## src/rtl/mips_pkg.sv

```systemverilog
// -----------------------------------------------------------------------------
// mips_pkg -- definitions shared by the fetch-stage files.
//   * Fetch FSM state encoding (plain 2-bit constants so older tools and
//     existing netlists that probe the state register keep working).
//   * Default reset program counter.
//   * Instruction field offsets/widths used by the fetch and decode stages.
// -----------------------------------------------------------------------------
package mips_pkg;

  typedef logic [1:0] fetch_state_t;

  localparam fetch_state_t FS_IDLE  = 2'd0;
  localparam fetch_state_t FS_REQ   = 2'd1;
  localparam fetch_state_t FS_VALID = 2'd2;

  localparam logic [31:0] DEFAULT_RESET_PC = 32'd0;

  // Instruction field layout (bit offset of the field LSB and field width).
  localparam int OPCODE_LSB   = 26;
  localparam int OPCODE_W     = 6;
  localparam int RS_LSB       = 21;
  localparam int RT_LSB       = 16;
  localparam int RD_LSB       = 11;
  localparam int REG_W        = 5;
  localparam int IMM_W        = 16;
  localparam int JUMP_FIELD_W = 26;

endpackage

```

## src/rtl/fetch_timer.sv

```systemverilog
// -----------------------------------------------------------------------------
// fetch_timer -- instruction-memory wait counter.
//   Only built when IMEM_TIMEOUT_EN is defined; without that macro this file
//   contributes no module.
//
// Ports:
//   clk     in   clock, rising edge
//   rst_n   in   asynchronous active-low reset
//   enable  in   a request cycle that did not receive an ack
//   clear   in   the fetch FSM is entering the request state
//   expire  out  single-cycle pulse: TIMEOUT ack-less request cycles elapsed
// -----------------------------------------------------------------------------
`ifdef IMEM_TIMEOUT_EN
module fetch_timer #(
  parameter int TIMEOUT = 16
) (
  input  logic clk,
  input  logic rst_n,
  input  logic enable,
  input  logic clear,
  output logic expire
);

  localparam int CNT_W = $clog2(TIMEOUT) + 1;
  localparam logic [CNT_W-1:0] LAST = CNT_W'(TIMEOUT - 1);

  logic [CNT_W-1:0] count_reg;

  // Expire on the ack-less cycle whose count is TIMEOUT-1, so the flag lands
  // on the TIMEOUT-th edge of an unanswered request.
  assign expire = enable && (count_reg == LAST);

  always_ff @(posedge clk or negedge rst_n) begin
    if (!rst_n) begin
      count_reg <= '0;
    end else if (clear || expire) begin
      // Expiry restarts the count so the retried request gets a full window.
      count_reg <= '0;
    end else if (enable) begin
      count_reg <= count_reg + 1'b1;
    end
  end

endmodule
`endif

```

## src/rtl/pc_fetch.sv

```systemverilog
// -----------------------------------------------------------------------------
// pc_fetch -- program-counter register and instruction-fetch sequencer.
//   Holds the word-addressed PC, fetches the instruction at that PC over a
//   req/ack handshake and hands it to decode with valid/stall. A new PC is
//   taken from next_pc only when decode consumes the current instruction.
//
// Optional feature: define IMEM_TIMEOUT_EN to add a fetch timeout. After
//   TIMEOUT request cycles without ack, fetch_err is set (sticky until reset)
//   and the request continues at the same PC. Without the macro fetch_err is
//   constant 0 and a request waits indefinitely.
//
// Ports:
//   clk          in   clock, rising edge
//   rst_n        in   asynchronous active-low reset
//   next_pc      in   [31:0] next instruction address
//   pc           out  [31:0] current PC, fed back to next-address logic
//   imem_req     out  fetch request, held until ack
//   imem_addr    out  [ADDR_W-1:0] fetch address (low bits of pc)
//   imem_ack     in   imem_rdata is valid this cycle
//   imem_rdata   in   [31:0] fetched instruction word
//   instr        out  [31:0] instruction to decode
//   instr_valid  out  instr holds a fetched, unconsumed instruction
//   stall        in   decode cannot accept instr this cycle
//   fetch_err    out  sticky fetch-timeout flag
// -----------------------------------------------------------------------------
module pc_fetch
  import mips_pkg::*;
#(
  parameter logic [31:0] RESET_PC = DEFAULT_RESET_PC,
  parameter int          ADDR_W   = 8
`ifdef IMEM_TIMEOUT_EN
  ,
  parameter int          TIMEOUT  = 16
`endif
) (
  input  logic              clk,
  input  logic              rst_n,
  input  logic [31:0]       next_pc,
  output logic [31:0]       pc,
  output logic              imem_req,
  output logic [ADDR_W-1:0] imem_addr,
  input  logic              imem_ack,
  input  logic [31:0]       imem_rdata,
  output logic [31:0]       instr,
  output logic              instr_valid,
  input  logic              stall,
  output logic              fetch_err
);

  fetch_state_t state_reg;
  logic [31:0]  pc_reg;
  logic [31:0]  instr_reg;
  logic         valid_reg;

  // Request and address come straight from state and pc so they drop in the
  // same instant as an asynchronous reset and never glitch during a request.
  assign imem_req    = (state_reg == FS_REQ);
  assign imem_addr   = pc_reg[ADDR_W-1:0];
  assign pc          = pc_reg;
  assign instr       = instr_reg;
  assign instr_valid = valid_reg;

  always_ff @(posedge clk or negedge rst_n) begin
    if (!rst_n) begin
      state_reg <= FS_IDLE;
      pc_reg    <= RESET_PC;
      instr_reg <= '0;
      valid_reg <= 1'b0;
    end else begin
      case (state_reg)
        FS_IDLE: begin
          state_reg <= FS_REQ;
        end
        FS_REQ: begin
          // stall is deliberately ignored here: an ack is always captured.
          if (imem_ack) begin
            instr_reg <= imem_rdata;
            valid_reg <= 1'b1;
            state_reg <= FS_VALID;
          end
        end
        FS_VALID: begin
          // Acks arriving here are stray and must not touch instr.
          if (!stall) begin
            pc_reg    <= next_pc;
            valid_reg <= 1'b0;
            state_reg <= FS_REQ;
          end
        end
        default: begin
          state_reg <= FS_IDLE;
          valid_reg <= 1'b0;
        end
      endcase
    end
  end

`ifdef IMEM_TIMEOUT_EN
  logic enter_req;
  logic timer_expire;
  logic err_reg;

  assign enter_req = (state_reg == FS_IDLE) ||
                     ((state_reg == FS_VALID) && !stall);

  fetch_timer #(
    .TIMEOUT (TIMEOUT)
  ) u_fetch_timer (
    .clk    (clk),
    .rst_n  (rst_n),
    .enable ((state_reg == FS_REQ) && !imem_ack),
    .clear  (enter_req),
    .expire (timer_expire)
  );

  // The retry needs no extra state: the FSM simply stays in REQ at the same pc.
  always_ff @(posedge clk or negedge rst_n) begin
    if (!rst_n) begin
      err_reg <= 1'b0;
    end else if (timer_expire) begin
      err_reg <= 1'b1;
    end
  end

  assign fetch_err = err_reg;
`else
  assign fetch_err = 1'b0;
`endif

endmodule

```

## config.mk

```make
export PLATFORM = sky130hd
export DESIGN_NAME = pc_fetch
export DESIGN_NICKNAME = d
export VERILOG_FILES = /design/src/rtl/mips_pkg.sv /design/src/rtl/fetch_timer.sv /design/src/rtl/pc_fetch.sv
export SDC_FILE = /design/constraint.sdc
export NUM_CORES = 1
export LEC_CHECK = 0
export BUFFER_PORTS_ARGS = -buffer_cell sky130_fd_sc_hd__buf_2
export CAP_MARGIN = 20
export CELL_PAD_IN_SITES_DETAIL_PLACEMENT = 1
export CELL_PAD_IN_SITES_GLOBAL_PLACEMENT = 2
export CORE_MARGIN = 3
export CORE_UTILIZATION = 28
export CTS_CLUSTER_DIAMETER = 120
export DETAILED_ROUTE_END_ITERATION = 16
export GPL_TIMING_DRIVEN = 0
export PLACE_DENSITY = 0.81
export SETUP_SLACK_MARGIN = 0.5
export SYNTH_ARGS = -nofsm -noshare
export SYNTH_HDL_FRONTEND = slang
export SYNTH_HIERARCHICAL = 1
export SYNTH_SLANG_ARGS = --single-unit
export TNS_END_PERCENT = 5
```

## constraint.sdc

```tcl
create_clock -name clk -period 1.7 [get_ports clk]
set_clock_uncertainty 0.05 [all_clocks]
set_input_delay 0.255 -clock clk [delete_from_list [all_inputs] [get_ports clk]]
set_output_delay 0.255 -clock clk [all_outputs]
set_load 0.02 [all_outputs]
```

==> out/summary.txt <==
via count - 1862
Switching Share - 39.10%
site row count - 34
number of H-tree levels - 3
Setup WS pre-CTS - 0.1312 ns
RR Startpoint - state_reg[0]
unrepaired setup endpoints after global routing - true
Pleak - 1.939 nW
Routability Congestion - 0.6506
Critical Path RT - 1.87 ns
Detail Route Antenna Nets - 0
f_max - 674.6 MHz
first-pass GRT wire length - 9377 um
Crit path largest cell delay - 0.38 ns
Mapped Nets - 226
All-Layer GR Usage - 11.52%
CTS tree - yes
IO Count - 143
# diodes - 0
R2R Setup Slk - 0.22 ns
Fin. Hold Viols - 28
non-filler cells, final - 430
Core Region - 0.008891 mm2
worst hold path class - input port to async pin
Seq pwr share - 35.9%
Power Internal - 4.780 mW
initial antenna violation count - 0
violated checks - negative hold slack
WHS - -0.04977 ns
Psw - 3.069 mW
Final WS setup - 0.2177 ns
Initial Utilization - 29.48%
result of the run - finished with violations
vias in the first global route - 1960
CTS Root Buffer Type - clkbuf_8
arrival time worst endpoint - 1.65 ns
Final period util - 87.19%
Total Nets Final - 385
layout cells sized above 1 - 76.09%
largest net degree at the start of global routing - 68
Max-slew headroom - 43.31%
Worst Setup SP - state_reg[0]
Max Buffers Root-to-Sink - 2
Comb power frac - 49.5%
Cells after DPL - 407
Distinct cells, synth - 14
Clk pin slew, worst setup/hold paths - 0.08 ns
register area share after synthesis - 63.96%
Max IR drop VDD - 0.0007223 V
IO buf count - 141
synthesized cell area - 0.002621 mm2
most used cell, CP - buf_6
cts bufs inserted - 9
worst skew pair latency - 0.33 ns
via-per-instance ratio - 4.330
pwr/cell area - 2054 mW/mm2
total power - 7.849 mW
# setup viols final - 0
die extent in y - 102.8 um
First-pass DRT Iterations - 4
die width - 102.8 um
Synth Instances - 158
Crit Path Max Fanout - 7
drc violations - 0
syn_area_per_cell - 16.59 um2
min cycle time layout - 1.482 ns
Slew Limit Fails - 0
Die ar. - 0.01056 mm2
detailed placer's ending HPWL - 4707 um
grt ovf - 0
Synth Warn # - 6
Sink Count - 67
initial DRC count - 26
Critical Path Source Type - flip-flop
Setup crit end kind - flip-flop
Slowest-stage cell, CP - dfrtp_1
Slew @ Worst Pin - 0.8504 ns
area delta synth->final - 45.78%
clock share of power - 14.6%
Max-Cap Viols - 0
commonest non-fill, non-tap cell in the layout - buf_2
DRT Wirelength - 6418 um
DR WL/cell - 14.93 um
critical-path cell list - buf_6 -> nor3b_4 -> buf_6 -> clkbuf_16 -> mux2_4
commonest cells after routing, fill and taps aside - buf_2 (140), dfrtp_1 (66), mux2_2 (42)
synthesized flop and latch total - 67
crit path kind - flip-flop to flip-flop
-- power by group through the flow --
| stage | combinational (mW) | clock [mW] | sequential (mW) |
|---|---|---|---|
| 2_1_floorplan | 1.41 | 0 | 3.81 |
| 3_5_place_dp | 3.68 | 0 | 2.85 |
| 4_1_cts | 3.71 | 1.20 | 2.82 |
| 3_3_place_gp | 3.61 | 0 | 2.79 |
| 6_report | 3.89 | 1.14 | 2.82 |
| 5_1_grt | 4.17 | 1.28 | 2.94 |
-- worst paths after layout --
| path | end | cells past startpoint |
|---|---|---|
| min in group clk | pc[23] | 2 |
| worst min register to register | pc[23] | 1 |
| worst max register to register | pc[0] | 5 |
| worst min-delay path | instr[7] | 1 |
| worst max-delay path | pc[0] | 5 |
| max in group asynchronous | state_reg[1] | 1 |
-- synth_stat cells --
cell / count / share of area, %
buf_4: 10 / 2.9
mux2_2: 62 / 27
nor2b_1: 1 / 0.24
a21oi_1: 1 / 0.19
nor3b_4: 1 / 0.72
nand3b_1: 2 / 0.57
mux2_1: 2 / 0.86
nand3b_2: 1 / 0.43
buf_6: 6 / 2.6
conb_1: 1 / 0.14
o21ai_0: 2 / 0.38
nand2_1: 1 / 0.14
a21o_1: 1 / 0.29
dfrtp_1: 67 / 64
-- routing by layer --
metal | global-route usage, % | routed length (um) | up-vias
li1 | - | - | 854
met1 | 12.80 | 2513 | 920
met2 | 20.21 | 3329 | 78
met3 | 3.857 | 481 | 10
met4 | 4.781 | 93 | 0
met5 | 0 | 0 | -
-- metrics by stage --
| stage | setup TNS, ns | utilization (%) | hold slack [ns] | area [um2] |
|---|---|---|---|---|
| CTS | 0 | 41.30 | -0.003008 | 3672 |
| finish | 0 | 42.98 | -0.04977 | 3821 |
| floorplan | 0 | - | -0.09059 | 2625 |
| detailed placement | 0 | 39.01 | 0.3790 | 3468 |
| global route | 0 | 42.98 | 0.02810 | 3821 |
| global placement | -1.254 | 38.98 | 0.4178 | 3466 |
-- kinds of logic after synthesis --
family | after synthesis | share of synthesized area [%]
other cells | 1 | 0.1431
compound gates | 4 | 0.8591
flops | 67 | 63.96
mux | 64 | 27.49
buf+inv | 16 | 5.441
simple gates | 6 | 2.100
-- what timing repair did --
item | 4_1_cts | 5_1_grt
hold endpoints to repair | 10 | 0
resized for setup | 4 | 23
cloned | 1 | 2
endpoints found under the setup margin | 117 | 139
pin swaps | 1 | 1
setup buffers | 2 | 2
-- layout make-up --
type	instances	area, um2
timing repair buffer	148	803.3
sequential	67	1678
multi-input combinational	75	880.8
tap	108	135.1
buffer	16	153.9
clock inverter	6	42.54
clock buffer	10	127.6
fill	972	5070
-- critical path: cells and delay by family (launching register included) --
family / cells / cell delay (ns)
buffers and inverters: 3 / 0.49
multiplexers: 1 / 0.29
flip-flops: 1 / 0.38
AND/OR/NAND/NOR: 1 / 0.17
Power figures use the tool's default switching activity.
